[src/rtl/map_pkg.sv]
// map_pkg: shared widths and FSM state type for the map write arbiter.
package map_pkg;
  localparam int MAP_ADDR_W = 15;
  localparam int BLOCK_ID_W = 5;
  typedef enum logic {IDLE, CLEAR} state_t;
endpackage

[src/rtl/rr_arb2.sv]
// rr_arb2: two-way round-robin selector; ptr names the index favoured on a tie.
module rr_arb2 (
  input  logic [1:0] elig,
  input  logic       ptr,
  output logic [1:0] grant
);
  assign grant = &elig ? (ptr ? 2'b10 : 2'b01) : elig;
endmodule

[src/rtl/map_write_arbiter.sv]
// map_write_arbiter: arbitrates generator/edit writes to the map RAM and sweeps it on clear.
module map_write_arbiter
  import map_pkg::*;
#(
  parameter int                    MAP_DEPTH = 32768,
  parameter logic [BLOCK_ID_W-1:0] CLEAR_ID  = '0
) (
  input  logic                  clk,
  input  logic                  rst,
  input  logic                  clear_start,
  output logic                  clear_busy,
  output logic                  clear_done,
  input  logic                  gen_req,
  input  logic [MAP_ADDR_W-1:0] gen_addr,
  input  logic [BLOCK_ID_W-1:0] gen_data,
  output logic                  gen_ack,
  input  logic                  edit_req,
  input  logic [MAP_ADDR_W-1:0] edit_addr,
  input  logic [BLOCK_ID_W-1:0] edit_data,
  output logic                  edit_ack,
  output logic [MAP_ADDR_W-1:0] write_addr,
  output logic [BLOCK_ID_W-1:0] write_data,
  output logic                  write_en
);
  localparam logic [MAP_ADDR_W-1:0] LAST = MAP_ADDR_W'(MAP_DEPTH - 1);
  state_t     state, state_next;
  logic       ptr, clr_go, sweeping, sweep_end;
  logic [1:0] elig, arb_grant, grant;
  // index 0 is edit, index 1 is gen; an acked requester sits out one cycle
  assign elig = {gen_req & ~gen_ack, edit_req & ~edit_ack};
  rr_arb2 u_arb (.elig(elig), .ptr(ptr), .grant(arb_grant));
  always_comb begin
    clr_go     = state == IDLE && clear_start;
    sweep_end  = state == CLEAR && write_addr == LAST;
    sweeping   = state == CLEAR && !sweep_end;
    grant      = (state == IDLE && !clear_start) ? arb_grant : 2'b00;
    state_next = clr_go ? CLEAR : sweep_end ? IDLE : state;
  end
  assign clear_busy = state == CLEAR;
  // write_addr doubles as the sweep counter during a clear
  always_ff @(posedge clk) begin
    if (rst) begin
      state      <= IDLE;
      ptr        <= 1'b0;
      write_en   <= 1'b0;
      write_addr <= '0;
      write_data <= '0;
      gen_ack    <= 1'b0;
      edit_ack   <= 1'b0;
      clear_done <= 1'b0;
    end else begin
      state      <= state_next;
      clear_done <= sweep_end;
      gen_ack    <= grant[1];
      edit_ack   <= grant[0];
      write_en   <= clr_go | sweeping | (|grant);
      if (clr_go) begin
        write_addr <= '0;
        write_data <= CLEAR_ID;
      end else if (sweeping) begin
        write_addr <= write_addr + 1'b1;
      end else if (|grant) begin
        write_addr <= grant[1] ? gen_addr : edit_addr;
        write_data <= grant[1] ? gen_data : edit_data;
        ptr        <= grant[0];
      end
    end
  end
endmodule

[config.mk]
export PLATFORM = sky130hd
export DESIGN_NAME = map_write_arbiter
export DESIGN_NICKNAME = d
export VERILOG_FILES = /design/src/rtl/map_pkg.sv /design/src/rtl/rr_arb2.sv /design/src/rtl/map_write_arbiter.sv
export SDC_FILE = /design/constraint.sdc
export NUM_CORES = 1
export LEC_CHECK = 0
export ABC_AREA = 0
export CAP_MARGIN = 0
export CORE_AREA = 5 5 73 58
export CTS_BUF_LIST = sky130_fd_sc_hd__clkbuf_4
export CTS_CLUSTER_SIZE = 10
export DETAILED_ROUTE_END_ITERATION = 16
export DIE_AREA = 0 0 78 63
export PLACE_DENSITY = 0.95
export SLEW_MARGIN = 40
export SYNTH_ARGS = -nofsm -noshare
export SYNTH_HDL_FRONTEND = slang
export SYNTH_SLANG_ARGS = --single-unit
[constraint.sdc]
create_clock -name clk -period 4.8 [get_ports clk]
set_input_delay 1.44 -clock clk [delete_from_list [all_inputs] [get_ports clk]]
set_output_delay 1.44 -clock clk [all_outputs]
set_load 0.02 [all_outputs]
# Yosys cells after proc, flatten, opt, wreduce, memory -nomap -nowiden
# Index checks and enable logic that the tools add are counted.
[classes]
bitwise = 9
muxes = 9
n_reduce_logical = 13
eq_ne = 1
addsub = 1
[ops]
columns = ["operator", "count"]
rows = [
  ["$mux 15", 3],
  ["$add 15x1->15 const B", 1],
  ["$eq 15x15->1 const B", 1],
  ["$mux 2", 3],
  ["$mux 5", 1],
  ["$not 1->1", 5],
  ["$logic_and 1x1->1", 4],
  ["$reduce_and 2->1", 2],
  ["$reduce_bool 2->1", 2],
  ["$reduce_or 2->1", 2],
  ["$reduce_and 3->1", 1],
  ["$and 1x1->1", 2],
  ["$logic_not 1->1", 2],
  ["$mux 1", 2],
  ["$or 1x1->1", 2],
]
[totals]
reg_bits = 26
wordCells = 41
input_bits = 45
output_inout_bits = 25

# Logic depth before layout (Yosys ltp)
# Gate-level depths: netlist of the first run.
[depth]
word_depth = 8
depth_mapped = 8
ltp_nobuf = 6

# Modules after synthesis
# From an unflattened synthesis of the first run, not the netlist that was laid out.
[unflattened]
cells_unflattened = 186
area_unflattened_um2 = 1508.9
[by_module_without_submodules]
columns = ["module", "seq_area_each_um2", "instances", "cells_per_inst", "area_per_inst_um2"]
rows = [
  ["map_write_arbiter", 520.5, 1, 183, 1490.2],
  ["rr_arb2", 0.0, 1, 3, 18.8],
]

# Worst setup path before layout of the first run
# Ideal clock, no wire load.
[synth_path]
kind = "in2reg"
start = "input clear_start"
end = "register write_addr[1]"
slack_ps = 2031
path_stages = 7
required_ps = 4668
arrival_ps = 2637
path_buffers = 2
setup_time_ps = 132
cell_sequence = "or2_0 > buf_2 > nor3_2 > buf_6 > mux2_2 > a22oi_1 > a21oi_1"
[synth_between]
elab_chain_cells = 6
word_cells_on_any_way = 10
classes_between = "mux: 4; reduce/logical: 6"
[synth_rtl]
columns = ["element", "line", "rtl"]
rows = [
  ["from (decl)", "map_write_arbiter.sv:10", "input logic clear_start,"],
  ["$logic_not 1->1", "map_write_arbiter.sv:36", "grant = (state == IDLE && !clear_start) ? arb_grant : 2'b00;"],
  ["$logic_and 1x1->1", "map_write_arbiter.sv:36", ""],
  ["$mux 2", "map_write_arbiter.sv:36", ""],
  ["$mux 15", "map_write_arbiter.sv:63", "write_addr <= grant[1] ? gen_addr : edit_addr;"],
  ["$mux 15", "map_write_arbiter.sv:62", "end else if (|grant) begin"],
  ["$mux 15", "map_write_arbiter.sv:60", "end else if (sweeping) begin"],
  ["to (signal assigned)", "map_write_arbiter.sv:61", "write_addr <= write_addr + 1'b1;"],
  ["to (signal assigned)", "map_write_arbiter.sv:63", ""],
  ["to (decl)", "map_write_arbiter.sv:21", "output logic [MAP_ADDR_W-1:0] write_addr,"],
]
# Several ways; a longest one is shown, not always the timed one. The select of a mux whose other input is x is not followed.
# A chain may end at the register's enable or synchronous reset.

# Worst setup path after layout of the first run
[layout_path]
start = "input clear_start"
end = "register write_addr[12]"
# Same word-level chain as after synthesis.

==> flow_summary.toml, run 1 <==
[outcome]
status = "completed"

[grt]
grt_max_degree = 17
grt_overflow = 0
grt_pass1_wl_um = 7113
antenna_found_initial = 0
track_usage_pct = 17.53
grt_pass1_vias = 1552

[logic_synthesis]
synth_area_leaders = "dfxtp_1 34%, mux2i_1 9.2%, nand3_1 4.3%, nor3_1 4.3%, a211oi_1 3.9%"
ys_seq_area_share_pct = 34.10
synth_top_area_share_pct = 34.10
syn_nets = 222
synthCells = 176
yosys_warnings = 0
synth_area_mm2 = 0.001526
yosysTopAreaCell = "dfxtp_1"
synth_edf_count = 0
ys_ff_latch = 26
async_flop_share_pct = 0
synth_cell_type_count = 46
syn_avg_cell_area_um2 = 8.673
synth_ff_type = "dfxtp_1"

[worst_setup_path]
ff2ff_setup_slack_ns = 2.32
path_class = "in2reg"
worstSetupPathDepth = 7
cp_num_buf_inv = 2
critical_path.top_delay_family = "simple AND/OR/NAND/NOR gates"
arrival_ns = 3.82
worstSetupStartpointType = "input pin"
worst_setup_path_end_kind = "register"
required_ns = 5.10
cpPeakStageDelay_ns = 0.59
r2r_end = "write_addr[12]"
ff2ff_path_depth = 6
crit_fanout = 11
critPathSlowestCell = "nor3_4"
r2r-start = "clear_busy"
path_cells = "clkdlybuf4s50_1, or2_0, nor3_4, buf_4, mux2i_1, a2111oi_2, a31o_1"

[clock_network]
tritoncts = "built"
cts_buffer_depth = 2
cts_resized = 0
clkSinkCount = 26
ctsHtreeMaxLevel = 1
postCtsHoldBufs = 0
clock_latency_ns = 0.34
post_cts_buffers = 0
cts_root_buffer = "clkbuf_4"
clk_pin_slew_ns = 0.15
cts_made_buffers = 3

[timing]
fin_setup_tns_ns = 0
finalSetupViolations = 0
finalCritPeriodShare_pct = 73.28
slew_headroom_pct = 52.57
hold_violations = 0
slew_violations = 0
max_freq_ghz = 0.2843
rsz0062_at_grt = "no"
min_period_ns = 3.517
clock_skew_ns = 0.008310
worst_slew_pin_slew_ns = 0.7114

[floorplan]
die_area_mm2 = 0.004914
boundaryPins = 70
start_util_pct = 43.68
fp-row-count = 19
core_area_mm2 = 0.003495
die-height_um = 63
die_w_um = 78

[routing]
viasPerCell = 5.898
drt-total-wl_um = 4511
drtAntennaViolNets = 0
drt_iter0_drc = 217
via_count = 1669
drc = 0
wl_per_cell_um = 15.94
first_pass_iters = 6

[placement]
dp.final_hpwl_um = 3431
io_buffers = 69
gp_congestion = 0.9494

[finish]
fill_cells = 293
drive_above_1_share_pct = 5.809
num_antenna_cells = 0
multi_input_area_um2 = 944.7
final_common_cell = "clkdlybuf4s50_1"
fin_util_pct = 64.59
synthToLayoutAreaGrowth_pct = 47.87
layout_common_cells = "69 x clkdlybuf4s50_1, 26 x dfxtp_1, 14 x mux2i_1"
area.sequential_um2 = 520.5
final_net_count = 288

[min_path]
min_path_type = "reg2reg"
worstHoldPathCells = 2
holdPathEnd = "write_data[3]"
hold_start = "write_data[3]"

[flow_run]
max_cap_viol_count = 0

[power]
vdd_drop_max_mv = 0.1739
leakagePower_uw = 0.0007381
pwr_density_cell_mw_per_mm2 = 212.8
power_uw = 480.3
## worst min-delay path: cells and delay by family, from the launching register on
family	cells	cell delay (ns)
DFF	1	0.34
AOI/OAI and AO/OA	1	0.05
and+or+nand+nor	1	0.10
## area by class of cell
| cell class | count | share of cell area (%) |
|---|---|---|
| Clock buffer | 3 | 0.9978 |
| Clock inverter | 1 | 0.1663 |
| Inverter | 2 | 0.3326 |
| Multi-Input combinational cell | 138 | 41.85 |
| Sequential cell | 26 | 23.06 |
| Tap cell | 42 | 2.328 |
| Timing Repair Buffer | 71 | 31.26 |
## synthesized netlist by cell type (2+ instances only)
cell type	n
and3_1	3
mux2_2	5
a31oi_1	2
inv_1	2
nand3_1	13
o32a_1	2
clkbuf_1	3
o211ai_1	3
nor2_1	10
dfxtp_1	26
and4_1	5
nor4_1	3
a21oi_1	9
buf_2	3
a211oi_1	8
nand4_1	6
o21ai_0	4
nand2_1	9
a311oi_1	2
nand2b_1	3
mux2i_1	14
nor3_1	13
o22a_1	3
or3_1	3
## flip-flops by register name (all words and copies together), names as in the netlist
| name | flops |
|---|---|
| edit_ack | 1 |
| clear_busy | 1 |
| clear_done | 1 |
| write_en | 1 |
| gen_ack | 1 |
| write_data | 5 |
| write_addr | 15 |
| ptr | 1 |
## metrics by stage
step	hold slack [ns]	worst slack, ns	cells	instance area (µm²)
CTS	0.5146	1.264	283	2257
finish	0.5113	1.283	283	2257
detailed placement	0.4971	0.8952	279	2231
global placement	0.4838	1.015	279	2231
floorplan	0.4672	2.031	176	1526
global route	0.5435	1.104	283	2257
## layer usage
metal	global-route usage, %	share of wire (%)
met5	0	0
met4	4.641	1.5
met3	4.899	9.0
met2	30.10	48
met1	21.36	41
## cells by family (layout without fill, tap and decap cells)
family                   after synthesis  in the layout  synth area share (%)
AND/OR/NAND/NOR                       76             76                 27.38
AO/OA/AOI/OAI                         41             41                 19.59
flip-flops                            26             26                 34.10
multiplexers                          19             19                 12.87
buffers and inverters                 12             77                 4.672
adder cells (fa/ha/maj)                1              1                0.8195
XOR/XNOR                               1              1                0.5739
## worst max path at each step
| stage | endpoint | from | slack, ns |
|---|---|---|---|
| 4_1_cts | write_addr[12] | clear_start | 1.26 |
| 2_1_floorplan | write_addr[1] | clear_start | 2.03 |
| 3_5_place_dp | write_addr[12] | clear_start | 0.90 |
| 5_1_grt | write_addr[12] | clear_start | 1.10 |
| 3_3_place_gp | write_addr[11] | clear_start | 1.02 |
| 6_report | write_addr[12] | clear_start | 1.28 |
## report_power, final
| part | leakage [µW] | switching, µW | total (µW) | internal, µW |
|---|---|---|---|---|
| clock network | 0.0000154 | 70.1 | 101 | 30.7 |
| registers | 0.000213 | 14.9 | 242 | 227 |
| logic | 0.000510 | 62.0 | 137 | 75.1 |
Power figures use the tool's default switching activity.
==> inputs of run 2 (changes only) <==
--- a/config.mk
+++ b/config.mk
@@ -7,12 +7,12 @@
 export LEC_CHECK = 0
 export ABC_AREA = 0
 export CAP_MARGIN = 0
-export CORE_AREA = 5 5 73 58
+export CORE_AREA = 5 5 75 60
 export CTS_BUF_LIST = sky130_fd_sc_hd__clkbuf_4
 export CTS_CLUSTER_SIZE = 10
 export DETAILED_ROUTE_END_ITERATION = 16
-export DIE_AREA = 0 0 78 63
-export PLACE_DENSITY = 0.95
+export DIE_AREA = 0 0 80 65
+export PLACE_DENSITY = 0.91
 export SLEW_MARGIN = 40
 export SYNTH_ARGS = -nofsm -noshare
 export SYNTH_HDL_FRONTEND = slang
==> constraint.sdc (replaced) <==
create_clock -name clk -period 3.3 [get_ports clk]
set_input_delay 0.99 -clock clk [delete_from_list [all_inputs] [get_ports clk]]
set_output_delay 0.99 -clock clk [all_outputs]
set_load 0.02 [all_outputs]
==> flow_summary.toml, run 2 (synthesis results as in run 1) <==
[outcome]
status = "completed"

[floorplan]
fp-row-count = 20
die_area_mm2 = 0.005200
die_w_um = 80
die-height_um = 65
boundaryPins = 70
start_util_pct = 40.13
core_area_mm2 = 0.003804

[routing]
drtAntennaViolNets = 0
viasPerCell = 5.547
drt_iter0_drc = 116
route.met3.wl_um = 428
via_count = 1664
drc = 0
wl_per_cell_um = 15.14
first_pass_iters = 4
topRoutingLayerUsed = "met4"
wl_met2_um = 2097
drt-total-wl_um = 4542
wl_met1_um = 1978

[finish]
largest_reg_flops = 15
final_common_cell = "clkdlybuf4s50_1"
synthToLayoutAreaGrowth_pct = 50.90
layout_common_cells = "69 x clkdlybuf4s50_1, 26 x dfxtp_1, 14 x mux2i_1"
drive_above_1_share_pct = 7.347
largest-register = "write_addr"
final_area_mm2 = 0.002303
num_antenna_cells = 0
reg_top3 = "write_addr x15, write_data x5"
final_net_count = 292

[timing]
slew_violations = 0
rsz0062_at_grt = "no"
clock_skew_ns = 0.01277
fin_setup_tns_ns = 0
finalSetupViolations = 0
min_period_ns = 2.643
slew_headroom_pct = 62.37
hold_violations = 0
finalCritPeriodShare_pct = 80.08
max_freq_ghz = 0.3784
worst_slew_pin_slew_ns = 0.5633
hold_slack_ns = 0.5159

[grt]
antenna_found_initial = 0
track_usage_pct = 17.63
grt_pass1_vias = 1531
grt_overflow = 0
grt_max_degree = 19
grt_pass1_wl_um = 7258

[power]
power.net_switching_uw = 211.5
clkPwrFrac_pct = 20.5
pwr_density_cell_mw_per_mm2 = 303.8
vdd_drop_max_mv = 0.1513
p_int_uw = 488.4
leakagePower_uw = 0.0007582
pwr-share-seq_pct = 50.5
switching_share_pct = 30.22
power_frac_comb_pct = 29.1

[worst_setup_path]
cp_num_buf_inv = 2
worst_setup_path_end_kind = "register"
path_cells = "clkdlybuf4s50_1, or2_0, nor3_4, buf_4, mux2_2, a22oi_1, a21oi_1"
cpPeakStageDelay_ns = 0.45
crit_fanout = 11
arrival_ns = 2.88
critPathSlowestCell = "clkdlybuf4s50_1"
worstSetupStartpointType = "input pin"
critical_path.top_delay_family = "buffers and inverters"
path_class = "in2reg"
required_ns = 3.53

[placement]
place_area_mm2 = 0.002277
io_buffers = 69
gp_congestion = 0.9442
dp.final_hpwl_um = 3555

[clock_network]
cts_root_buffer = "clkbuf_4"
cts_made_buffers = 3
ctsHtreeMaxLevel = 1
clk_pin_slew_ns = 0.13
tritoncts = "built"
postCtsHoldBufs = 0
cts_buffer_depth = 2
clkSinkCount = 26
cts_resized = 0
clock_latency_ns = 0.34
post_cts_buffers = 0

[min_path]
min_path_type = "reg2reg"

[flow_run]
max_cap_viol_count = 0
## run 2: cell count changes in the layout (fill, tap and decap cells not counted), sizes merged
cell	before	now
buf	2	6
## run 2: path summary, 6_finish.rpt
kind	start	endpoint	slack, ns	cells past startpoint
worst min-delay path	write_data[2]	write_data[2]	0.52	2
worst max-delay path	clear_start	write_addr[1]	0.66	7
worst max register to register	clear_busy	write_addr[1]	1.23	6
worst min register to register	write_data[2]	write_data[2]	0.52	2
## run 2: power groups by stage
stage	sequential [µW]	clock, µW	combinational (µW)
floorplan	372	0	82.9
detailed placement	359	0	203
global route	356	162	218
global placement	358	0	200
finish	353	143	203
CTS	352	146	204
## run 2: layout make-up
type	count	area, µm²
clock inverters	1	3.754
multi-input cells	138	944.7
clock buffers	3	22.52
inverters	2	7.507
fillers	360	1500
flip-flops and latches	26	520.5
well taps	55	68.82
repair buffers	75	735.7
## run 2: worst reg2reg max path, stage by stage (launching register included)
cell	delay, ns
dfxtp_1	0.46
or2_0	0.41
nor3_4	0.25
buf_4	0.24
mux2_2	0.37
a22oi_1	0.15
a21oi_1	0.08
## run 2: metrics by stage
step                      util [%]  std cells  power, µW  setup slack, ns
final                        60.56        300      699.9           0.6574
after floorplan                  -        176      455.1           0.9807
after CTS                    60.56        300      702.1           0.6578
after global routing         60.56        300      736.6           0.5627
after global placement       59.87        296      558.3           0.3556
after detailed placement     59.87        296      562.2           0.3062
## run 2: layer usage
metal  up-vias  GRT usage [%]
met2        73          28.31
met3         4          5.694
met5         -              0
li1        822              -
met4         0          4.430
met1       765          22.78
==> inputs of run 3 (changes only) <==
==> constraint.sdc (replaced) <==
create_clock -name clk -period 2.6 [get_ports clk]
set_input_delay 0.78 -clock clk [delete_from_list [all_inputs] [get_ports clk]]
set_output_delay 0.78 -clock clk [all_outputs]
set_load 0.02 [all_outputs]
==> flow_summary.toml, run 3 (synthesis results as in run 1) <==
[outcome]
status = "completed"

[routing]
first_pass_iters = 4
drtAntennaViolNets = 0
drt-total-wl_um = 4584
drt_iter0_drc = 134
via_count = 1686
drc = 0
viasPerCell = 5.510
wl_per_cell_um = 14.98

[clock_network]
tritoncts = "built"
cts_made_buffers = 3
clk_pin_slew_ns = 0.15
clkSinkCount = 26
cts_root_buffer = "clkbuf_4"
cts_resized = 0
cts_buffer_depth = 2
ctsHtreeMaxLevel = 1
post_cts_buffers = 0
postCtsHoldBufs = 0
clock_latency_ns = 0.33

[floorplan]
die_area_mm2 = 0.005200
die_w_um = 80
start_util_pct = 40.13
boundaryPins = 70
core_area_mm2 = 0.003804
fp-row-count = 20
die-height_um = 65

[grt]
grt_overflow = 0
grt_max_degree = 17
grt_pass1_vias = 1570
gr-usage-met2_pct = 30.27
antenna_found_initial = 0
use_met1_pct = 21.04
grt_pass1_wl_um = 7320
grt_busiest_layer = "met2"
track_usage_pct = 17.70
grt_use_met3_pct = 6.111

[finish]
drive_above_1_share_pct = 9.562
area.sequential_um2 = 520.5
final_area_mm2 = 0.002374
largest_reg_flops = 15
synthToLayoutAreaGrowth_pct = 55.49
multi_input_area_um2 = 944.7
fill_cells = 368
final_net_count = 298
final_common_cell = "clkdlybuf4s50_1"
num_antenna_cells = 0
largest-register = "write_addr"
reg_top3 = "write_addr x15, write_data x5"
fin_util_pct = 62.40
layout_common_cells = "69 x clkdlybuf4s50_1, 26 x dfxtp_1, 14 x mux2i_1"

[timing]
slew_headroom_pct = 65.36
rsz0062_at_grt = "no"
slew_violations = 0
clock_skew_ns = 0.009884
min_period_ns = 2.386
finalCritPeriodShare_pct = 91.75
fin_setup_tns_ns = 0
hold_violations = 0
worst_slew_pin_slew_ns = 0.5183
max_freq_ghz = 0.4192
hold_slack_ns = 0.5194
finalSetupViolations = 0

[power]
switching_share_pct = 29.95
pwr_density_cell_mw_per_mm2 = 379.1
p_int_uw = 630.3
power_frac_comb_pct = 30.1
vdd_drop_max_mv = 0.2453
power.net_switching_uw = 269.5
leakagePower_uw = 0.0007931
clkPwrFrac_pct = 20.1
pwr-share-seq_pct = 49.8
power_uw = 899.8

[worst_setup_path]
crit_fanout = 12
ff2ff_setup_slack_ns = 0.61
cpPeakStageDelay_ns = 0.68
crit_end = "clear_busy"
r2r-start = "write_addr[0]"
critical_path.top_delay_family = "buffers and inverters"
required_ns = 1.82
arrival_ns = 1.61
worst_setup_path_end_kind = "output pin"
worstSetupStartpointType = "register"
r2r_end = "write_addr[13]"
worstSetupPathDepth = 1
ff2ff_path_depth = 6
crit_path_start = "clear_busy"
cp_num_buf_inv = 1
path_class = "reg2out"
critPathSlowestCell = "clkdlybuf4s50_1"
path_cells = "clkdlybuf4s50_1"

[placement]
io_buffers = 69
place_area_mm2 = 0.002347
gp_congestion = 0.9327
dp.final_hpwl_um = 3583

[min_path]
min_path_type = "reg2reg"

[flow_run]
max_cap_viol_count = 0
## run 3: cell types whose count changed in the layout (fill, tap and decap cells not counted)
cell | previous run | this run
buf_4 | 6 | 10
buf_12 | 0 | 2
## run 3: per-stage QoR
step / instances / worst slack [ns]
floorplan: 176 / 0.4907
global placement: 302 / 0.02473
detailed placement: 302 / -0.03111
CTS: 306 / 0.2219
global route: 306 / 0.1327
finish: 306 / 0.2144
## run 3: routing by layer
layer	part of all wire, %	vias up
met5	0	-
met4	0.83	0
met3	8.8	4
met2	46	74
met1	44	765
li1	-	843
## run 3: area by class of cell
cell class	count	share of cell area [%]
clock inverters	1	0.1581
multi-input cells	138	39.80
inverters	2	0.3163
repair buffers	81	33.95
well taps	55	2.899
clock buffers	3	0.9489
flip-flops and latches	26	21.93
## run 3: how the worst min path moves through the flow
stage | start | end | slack [ns] | cells after the start
floorplan | ptr | ptr | 0.47 | 2
global placement | write_data[1] | write_data[1] | 0.49 | 2
detailed placement | ptr | ptr | 0.49 | 2
CTS | ptr | ptr | 0.51 | 2
global route | write_data[1] | write_data[1] | 0.55 | 2
finish | write_data[3] | write_data[3] | 0.52 | 2
## run 3: power groups by stage
stage | clock network [µW] | logic, µW | registers (µW)
after floorplan | 0 | 105 | 472
after global placement | 0 | 268 | 454
after detailed placement | 0 | 271 | 455
after CTS | 186 | 272 | 447
after global routing | 206 | 291 | 451
final | 181 | 271 | 448
